[src/rtl/alu_share_arbiter_if.sv]
// Bundle between two ALU requesters, the sharing arbiter and the ALU itself.
// The slave modport is the arbiter's view; master is the requester/ALU side.
interface alu_share_arbiter_if;
  logic       req0;
  logic [7:0] op0_a;
  logic [7:0] op0_b;
  logic [2:0] op0_sel;
  logic       req1;
  logic [7:0] op1_a;
  logic [7:0] op1_b;
  logic [2:0] op1_sel;
  logic       gnt0;
  logic       gnt1;
  logic       done0;
  logic       done1;
  logic [7:0] res_out;
  logic       zero_out;
  logic       busy;
  logic [7:0] alu_data1;
  logic [7:0] alu_data2;
  logic [2:0] alu_select;
  logic [7:0] alu_result;
  logic       alu_zero;

  modport slave (
    input  req0, op0_a, op0_b, op0_sel,
    input  req1, op1_a, op1_b, op1_sel,
    input  alu_result, alu_zero,
    output gnt0, gnt1, done0, done1,
    output res_out, zero_out, busy,
    output alu_data1, alu_data2, alu_select
  );

  modport master (
    output req0, op0_a, op0_b, op0_sel,
    output req1, op1_a, op1_b, op1_sel,
    output alu_result, alu_zero,
    input  gnt0, gnt1, done0, done1,
    input  res_out, zero_out, busy,
    input  alu_data1, alu_data2, alu_select
  );
endinterface

[src/rtl/alu_share_arbiter.sv]
// Round-robin share of one 8-bit ALU between two requesters: latch the winner's
// operands, wait WAIT_CYCLES edges for the ALU to settle, then return the result.
module alu_share_arbiter #(
  parameter int unsigned WAIT_CYCLES = 1  // legal 1..15; must cover the ALU add delay
) (
  input logic                clk_i,
  input logic                reset_i,
  alu_share_arbiter_if.slave bus
);

  typedef enum logic {
    IDLE = 1'b0,
    EXEC = 1'b1
  } state_e;

  state_e     state_q;
  logic [3:0] cnt_q;
  logic       last_q;  // requester granted most recently; also owner of the op in flight
  logic       gnt0_q, gnt1_q, done0_q, done1_q, busy_q;
  logic [7:0] res_q;
  logic       zero_q;
  logic [7:0] data1_q, data2_q;
  logic [2:0] sel_q;

  logic       accept_d;
  logic       win1_d;

  // NOTE: every variable gets a default first so this block never infers a latch.
  always_comb begin
    accept_d = bus.req0 | bus.req1;
    win1_d   = bus.req1;
    if (bus.req0 && bus.req1) win1_d = ~last_q;
  end

  // NOTE: sequential state uses non-blocking assignments only, so every register
  // samples the pre-edge values regardless of statement order.
  always_ff @(posedge clk_i) begin
    if (reset_i) begin
      state_q <= IDLE;
      cnt_q   <= '0;
      last_q  <= 1'b1;
      gnt0_q  <= 1'b0;
      gnt1_q  <= 1'b0;
      done0_q <= 1'b0;
      done1_q <= 1'b0;
      busy_q  <= 1'b0;
      res_q   <= '0;
      zero_q  <= 1'b0;
      data1_q <= '0;
      data2_q <= '0;
      sel_q   <= '0;
    end else begin
      gnt0_q  <= 1'b0;
      gnt1_q  <= 1'b0;
      done0_q <= 1'b0;
      done1_q <= 1'b0;
      case (state_q)
        IDLE: begin
          if (accept_d) begin
            data1_q <= win1_d ? bus.op1_a   : bus.op0_a;
            data2_q <= win1_d ? bus.op1_b   : bus.op0_b;
            sel_q   <= win1_d ? bus.op1_sel : bus.op0_sel;
            gnt0_q  <= ~win1_d;
            gnt1_q  <= win1_d;
            last_q  <= win1_d;
            cnt_q   <= WAIT_CYCLES[3:0];
            busy_q  <= 1'b1;
            state_q <= EXEC;
          end
        end
        EXEC: begin
          cnt_q <= cnt_q - 4'd1;
          if (cnt_q == 4'd1) begin
            res_q   <= bus.alu_result;
            zero_q  <= bus.alu_zero;
            done0_q <= ~last_q;
            done1_q <= last_q;
            busy_q  <= 1'b0;
            state_q <= IDLE;
          end
        end
        default: state_q <= IDLE;
      endcase
    end
  end

  assign bus.gnt0       = gnt0_q;
  assign bus.gnt1       = gnt1_q;
  assign bus.done0      = done0_q;
  assign bus.done1      = done1_q;
  assign bus.busy       = busy_q;
  assign bus.res_out    = res_q;
  assign bus.zero_out   = zero_q;
  assign bus.alu_data1  = data1_q;
  assign bus.alu_data2  = data2_q;
  assign bus.alu_select = sel_q;

endmodule

[src/flat_wrapper.sv]
// flat-port wrapper written by rule: the top's interface ports become plain ports
module alu_share_arbiter_flat 
#(
  parameter int unsigned WAIT_CYCLES = 1                                              
)
  (clk_i, reset_i, bus_req0, bus_op0_a, bus_op0_b, bus_op0_sel, bus_req1, bus_op1_a, bus_op1_b, bus_op1_sel, bus_alu_result, bus_alu_zero, bus_gnt0, bus_gnt1, bus_done0, bus_done1, bus_res_out, bus_zero_out, bus_busy, bus_alu_data1, bus_alu_data2, bus_alu_select);
  alu_share_arbiter_if bus_i ();
  input logic clk_i;
  input logic reset_i;
  input wire logic [$bits(bus_i.req0)-1:0] bus_req0;
  input wire logic [$bits(bus_i.op0_a)-1:0] bus_op0_a;
  input wire logic [$bits(bus_i.op0_b)-1:0] bus_op0_b;
  input wire logic [$bits(bus_i.op0_sel)-1:0] bus_op0_sel;
  input wire logic [$bits(bus_i.req1)-1:0] bus_req1;
  input wire logic [$bits(bus_i.op1_a)-1:0] bus_op1_a;
  input wire logic [$bits(bus_i.op1_b)-1:0] bus_op1_b;
  input wire logic [$bits(bus_i.op1_sel)-1:0] bus_op1_sel;
  input wire logic [$bits(bus_i.alu_result)-1:0] bus_alu_result;
  input wire logic [$bits(bus_i.alu_zero)-1:0] bus_alu_zero;
  output wire logic [$bits(bus_i.gnt0)-1:0] bus_gnt0;
  output wire logic [$bits(bus_i.gnt1)-1:0] bus_gnt1;
  output wire logic [$bits(bus_i.done0)-1:0] bus_done0;
  output wire logic [$bits(bus_i.done1)-1:0] bus_done1;
  output wire logic [$bits(bus_i.res_out)-1:0] bus_res_out;
  output wire logic [$bits(bus_i.zero_out)-1:0] bus_zero_out;
  output wire logic [$bits(bus_i.busy)-1:0] bus_busy;
  output wire logic [$bits(bus_i.alu_data1)-1:0] bus_alu_data1;
  output wire logic [$bits(bus_i.alu_data2)-1:0] bus_alu_data2;
  output wire logic [$bits(bus_i.alu_select)-1:0] bus_alu_select;
  assign bus_i.req0 = bus_req0;
  assign bus_i.op0_a = bus_op0_a;
  assign bus_i.op0_b = bus_op0_b;
  assign bus_i.op0_sel = bus_op0_sel;
  assign bus_i.req1 = bus_req1;
  assign bus_i.op1_a = bus_op1_a;
  assign bus_i.op1_b = bus_op1_b;
  assign bus_i.op1_sel = bus_op1_sel;
  assign bus_i.alu_result = bus_alu_result;
  assign bus_i.alu_zero = bus_alu_zero;
  assign bus_gnt0 = bus_i.gnt0;
  assign bus_gnt1 = bus_i.gnt1;
  assign bus_done0 = bus_i.done0;
  assign bus_done1 = bus_i.done1;
  assign bus_res_out = bus_i.res_out;
  assign bus_zero_out = bus_i.zero_out;
  assign bus_busy = bus_i.busy;
  assign bus_alu_data1 = bus_i.alu_data1;
  assign bus_alu_data2 = bus_i.alu_data2;
  assign bus_alu_select = bus_i.alu_select;
  alu_share_arbiter #(.WAIT_CYCLES(WAIT_CYCLES)) u_core (.clk_i(clk_i), .reset_i(reset_i), .bus(bus_i));
endmodule
[config.mk]
export PLATFORM = sky130hd
export DESIGN_NAME = alu_share_arbiter_flat
export DESIGN_NICKNAME = d
export VERILOG_FILES = /design/src/rtl/alu_share_arbiter_if.sv /design/src/rtl/alu_share_arbiter.sv /design/src/flat_wrapper.sv
export SDC_FILE = /design/constraint.sdc
export NUM_CORES = 1
export LEC_CHECK = 0
export CAP_MARGIN = 40
export CORE_MARGIN = 2
export CORE_UTILIZATION = 34
export CTS_CLUSTER_DIAMETER = 150
export DETAILED_ROUTE_END_ITERATION = 10
export PLACE_DENSITY_LB_ADDON = 0.1
export REMOVE_ABC_BUFFERS = 1
export SLEW_MARGIN = 20
export SYNTH_ARGS = -nofsm -noshare
export SYNTH_HDL_FRONTEND = slang
export SYNTH_SLANG_ARGS = --single-unit
[constraint.sdc]
create_clock -name clk_i -period 1.39 [get_ports clk_i]
set_clock_uncertainty 0.2 [all_clocks]
set_input_delay 0.278 -clock clk_i [delete_from_list [all_inputs] [get_ports clk_i]]
set_output_delay 0.278 -clock clk_i [all_outputs]
set_load 0.02 [all_outputs]
Yosys cells after proc, flatten, opt, wreduce, memory -nomap -nowiden --
Index checks and enable logic that the tools add are counted.
Storage, ports and cells: register bits 39, word-level logic and storage cells 41
Cells by class: $add $sub $neg 1, equal/unequal tests 3, mux-type cells 12, bitwise logic cells 6, reduce and logical (&&, ||, !) cells 6
Operators with widths (number):
- 8-bit two-way mux | 2
- 4-bit one-hot mux with 2 select lines | 1
- 2-bit AND reduction | 3
- 3-bit OR reduction | 2
- 1-bit two-way mux | 5
- 1-bit NOT | 5
- 4-bit by 1-bit equality test with 1-bit output, second input constant | 1
- 4-bit two-way mux | 1
- 1-bit one-hot mux with 2 select lines | 2
- 4-bit by 1-bit subtractor with 4-bit output, second input constant | 1
- 3-bit two-way mux | 1
- 2-bit by 1-bit != test with 1-bit output, second input constant | 1
- 2-bit != test, second input constant | 1
- 1-bit logical AND | 1
- 1-bit bitwise OR | 1

Depth between registers and ports, before layout --
depth after elaboration 3, gate-level depth with buffers 5

Least setup slack after synthesis --
Ideal clock, no wire load.
path kind register to register, from register u_core.cnt_q[1], to register u_core.res_q[1] (netlist: u_core.bus.res_out[1]), setup time 117 ps, data arrival time 1076 ps, required time 1073 ps, setup slack -3 ps, stages on the path, launching flop included 6, path buffers 1, clock period less this slack 1393 ps, path through dfxtp_1 inv_1 ha_1 and4b_1 buf_2 a22o_1
Between the ends: word-level cells in the longest chain between the ends 2
RTL lines:
- start, declared | RTL line alu_share_arbiter.sv:17 | logic [3:0] cnt_q;
- start signal, assigned | RTL line alu_share_arbiter.sv:66 | cnt_q <= WAIT_CYCLES[3:0];
- start signal, assigned | RTL line alu_share_arbiter.sv:72 | cnt_q <= cnt_q - 4'd1;
- 4-bit by 1-bit equality test with 1-bit output | RTL line alu_share_arbiter.sv:73 | if (cnt_q == 4'd1) begin
- 2-bit AND reduction (no line)
- end signal, assigned | RTL line alu_share_arbiter.sv:74 | res_q <= bus.alu_result;
- end, declared | RTL line alu_share_arbiter.sv:20 | logic [7:0] res_q;
No other way between the ends. A chain may end at the register's enable or synchronous reset.

Final worst setup path --
from register u_core.cnt_q[1], to register u_core.cnt_q[3]
Between the ends: word-level cells in the longest chain between the ends 2
RTL lines:
- 4-bit by 1-bit subtractor with 4-bit output | RTL line alu_share_arbiter.sv:72
- 4-bit one-hot mux with 2 select lines | RTL line alu_share_arbiter.sv:57 | case (state_q)
No other way between the ends.

==> impl_metrics.py <==
metrics = {
    "run_status": {
        "run_status": "finished, violations left",
        "violations": "setup timing",
    },
    "grt": {
        "grt_max_degree": 21,
        "grt_pass1_wl_um": 7530,
        "grtUsageTotal": 0.190,
        "antenna_found_initial": 0,
        "grt_overflow": 0,
        "grt_pass1_vias": 1617,
    },
    "drt": {
        "routed-via-count": 1450,
        "routedWlPerCell_um": 16.5,
        "drt-total-wl_um": 4630,
        "drc": 0,
        "first_iter_violations": 81,
        "postRouteAntennaNets": 0,
        "viasPerCell": 5.18,
        "dr.pass1.iters": 4,
    },
    "floorplan": {
        "row_count": 24,
        "fp.dieW_um": 70.3,
        "num_io_pins": 84,
        "initial_core_util": 0.348,
        "die_h_um": 70.3,
        "core_um2": 4290,
        "die_area_um2": 4950,
    },
    "timing": {
        "min_period_over_period": 1.02,
        "layout_min_cycle_time_ns": 1.42,
        "setup_viol": 15,
        "layout_setup_ws_ns": -0.0328,
        "max_freq_ghz": 0.703,
        "rsz0062_at_grt": "true",
        "worst_pin_slew_ns": 0.325,
        "slew_viol_final": 0,
        "hold_viol": 0,
        "fin_tns_setup_ns": -0.178,
        "relSlewSlack": 0.783,
    },
    "power_and_ir_drop": {
        "p_leak_nw": 1.05,
        "power_density_nw_per_um2": 1150,
        "power_mw": 2.87,
        "ir_worst_vdd_mv": 0.602,
    },
    "finish": {
        "antennaDiodeCount": 0,
        "fin_nets": 280,
        "n_fill_cell": 401,
        "multiInputGateArea_um2": 691,
        "final-seq-area_um2": 786,
        "area_growth_pct": 67.4,
        "final_util": 0.583,
        "drive_gt1_frac": 0.307,
    },
    "setup_path": {
        "r2r_cells": 4,
        "r2r_slack_ns": -0.03,
        "crit_fanout": 2,
        "setup.worst_path.end_class": "flop",
        "start_kind": "flop",
        "crit_arrival_ns": 1.41,
        "critical_path_class": "flop to flop",
        "r2r-start": "u_core.cnt_q[1]",
        "reg2reg_to": "u_core.cnt_q[3]",
        "crit_required_ns": 1.37,
    },
    "logic_synthesis": {
        "synthCells": 131,
        "syn_area_per_cell_um2": 11.4,
        "yosysSeqAreaShare": 0.522,
        "syn_area_um2": 1500,
        "yosys_warnings": 0,
        "ys_types": 27,
        "ys_ff_latch": 39,
    },
    "placed_design": {
        "dp_hpwl_um": 3140,
        "post-place-ws_ns": -0.463,
        "io_buffers": 83,
        "globalplace.congestion": 0.747,
    },
    "worst_hold_path": {
        "holdPathEnd": "u_core.bus.busy",
        "hold_path_depth": 1,
        "worstHoldPathType": "flop to flop",
        "hp-start": "u_core.bus.busy",
    },
    "clock_network": {
        "cts_setup_buffers": 0,
        "clkLatencyLatePin_ns": 0.28,
        "ctsRootBufferMaster": "clkbuf_8",
        "clock-sinks": 39,
        "cts_hold_buf": 0,
        "cts_buffers": 5,
        "cts.path.max_buffers": 2,
        "cts-htree-levels": 2,
        "cts_tree": "yes",
        "clkTransAtPathRegs_ns": 0.08,
    },
    "job": {
        "cap_violations": 0,
    },
}
## placed cells by master (no fill, tap or decap), drive strengths merged, types with 3 or more instances in the layout
master         Yosys  final
clkdlybuf4s50      0     47
dlygate4sd2        0      3
nor2               5      5
and3               2      5
nor3b             19     19
clkbuf             0      9
clkdlybuf4s15      0      7
a221o             19     19
a22o              10     10
nor3               4      4
buf               12     38
dfxtp             39     39
## state kept, by name, summed over array words and instances, names as in the netlist
| register | cells |
|---|---|
| u_core.bus.done1 | 1 |
| u_core.bus.done0 | 1 |
| u_core.last_q | 1 |
| u_core.state_q | 1 |
| u_core.bus.gnt1 | 1 |
| u_core.bus.res_out | 8 |
| u_core.bus.alu_data1 | 8 |
| u_core.cnt_q | 4 |
| u_core.bus.busy | 1 |
| u_core.bus.gnt0 | 1 |
| u_core.bus.alu_select | 3 |
| u_core.bus.zero_out | 1 |
| u_core.bus.alu_data2 | 8 |
## synth_stat cells
cell	instances	area, µm²
o21ba_2	1	10.0
inv_1	2	7.51
buf_4	1	7.51
ha_1	2	25.0
buf_2	8	40.0
and3_4	2	22.5
a21o_1	1	7.51
buf_6	3	33.8
nand2_1	2	7.51
nor3_1	4	20.0
a211oi_1	1	7.51
nand3b_1	1	7.51
and4b_1	1	10.0
nor3b_1	19	143
xor2_1	1	8.76
a221o_1	19	190
and2_1	1	6.26
nor4_1	1	6.26
nor4b_1	1	8.76
nor2_1	5	18.8
a22o_1	10	87.6
a31oi_1	1	6.26
a21oi_1	1	5.00
o31a_2	1	10.0
dfxtp_1	39	781
nand2b_1	2	12.5
nor2b_1	1	6.26
## critical path, cell delays in order (launching register included)
cell     delay [ns]
dfxtp_2        0.33
buf_4          0.13
nor4b_2        0.36
nor3_1         0.11
a22o_1         0.18
## stage by stage
step | std cells | hold WS (ns) | cell area (µm²)
final | 280 | 0.259 | 2500
after global routing | 280 | 0.296 | 2500
after CTS | 280 | 0.271 | 2650
after detailed placement | 269 | 0.252 | 2440
after global placement | 269 | 0.236 | 2440
after floorplan | 119 | 0.147 | 1420
## logic make-up after synthesis
family	Yosys count	share of synthesized area
and+or+nand+nor	40	0.180
DFF	39	0.522
AOI/OAI and AO/OA	35	0.217
buffers and inverters	14	0.0594
adders and majority gates	2	0.0167
xor gates and xnor gates	1	0.00585
## layer usage
layer,GRT usage,up-vias,wire (µm)
met4,0.0513,0,34
met2,0.335,56,2420
li1,-,699,-
met3,0.0505,4,293
met1,0.226,691,1880
met5,0,-,0
## report_power, final
| part | internal, mW | switching (mW) | leakage [nW] |
|---|---|---|---|
| Combinational | 0.345 | 0.285 | 0.663 |
| Sequential | 1.21 | 0.0541 | 0.321 |
| Clock | 0.581 | 0.399 | 0.0612 |
| Total | 2.13 | 0.738 | 1.05 |
## what timing repair did
action / 4_1_cts / 5_1_grt
endpoints found under the setup margin: 67 / 56
gates resized for setup: 110 / 30
pin swaps: 3 / 0
cloned: 3 / 0
## area by class of cell
class	count	share of cell area
timing repair buffer	98	0.335
sequential	39	0.314
multi-input combinational	81	0.276
clock buffer	6	0.0330
tap	52	0.0260
clock inverter	2	0.0140
inverter	2	0.00300
## worst max path at each step
stage | start | endpoint | slack, ns | cells past startpoint
global placement | reset_i | u_core.bus.alu_data2[7] | -0.42 | 4
CTS | u_core.cnt_q[1] | u_core.cnt_q[3] | -0.03 | 4
detailed placement | reset_i | u_core.bus.alu_data2[5] | -0.46 | 4
finish | u_core.cnt_q[1] | u_core.cnt_q[3] | -0.03 | 4
global route | u_core.state_q | u_core.bus.alu_data1[1] | -0.08 | 4
floorplan | u_core.cnt_q[1] | u_core.state_q | -0.21 | 4
(Power assumes the default switching activity.)
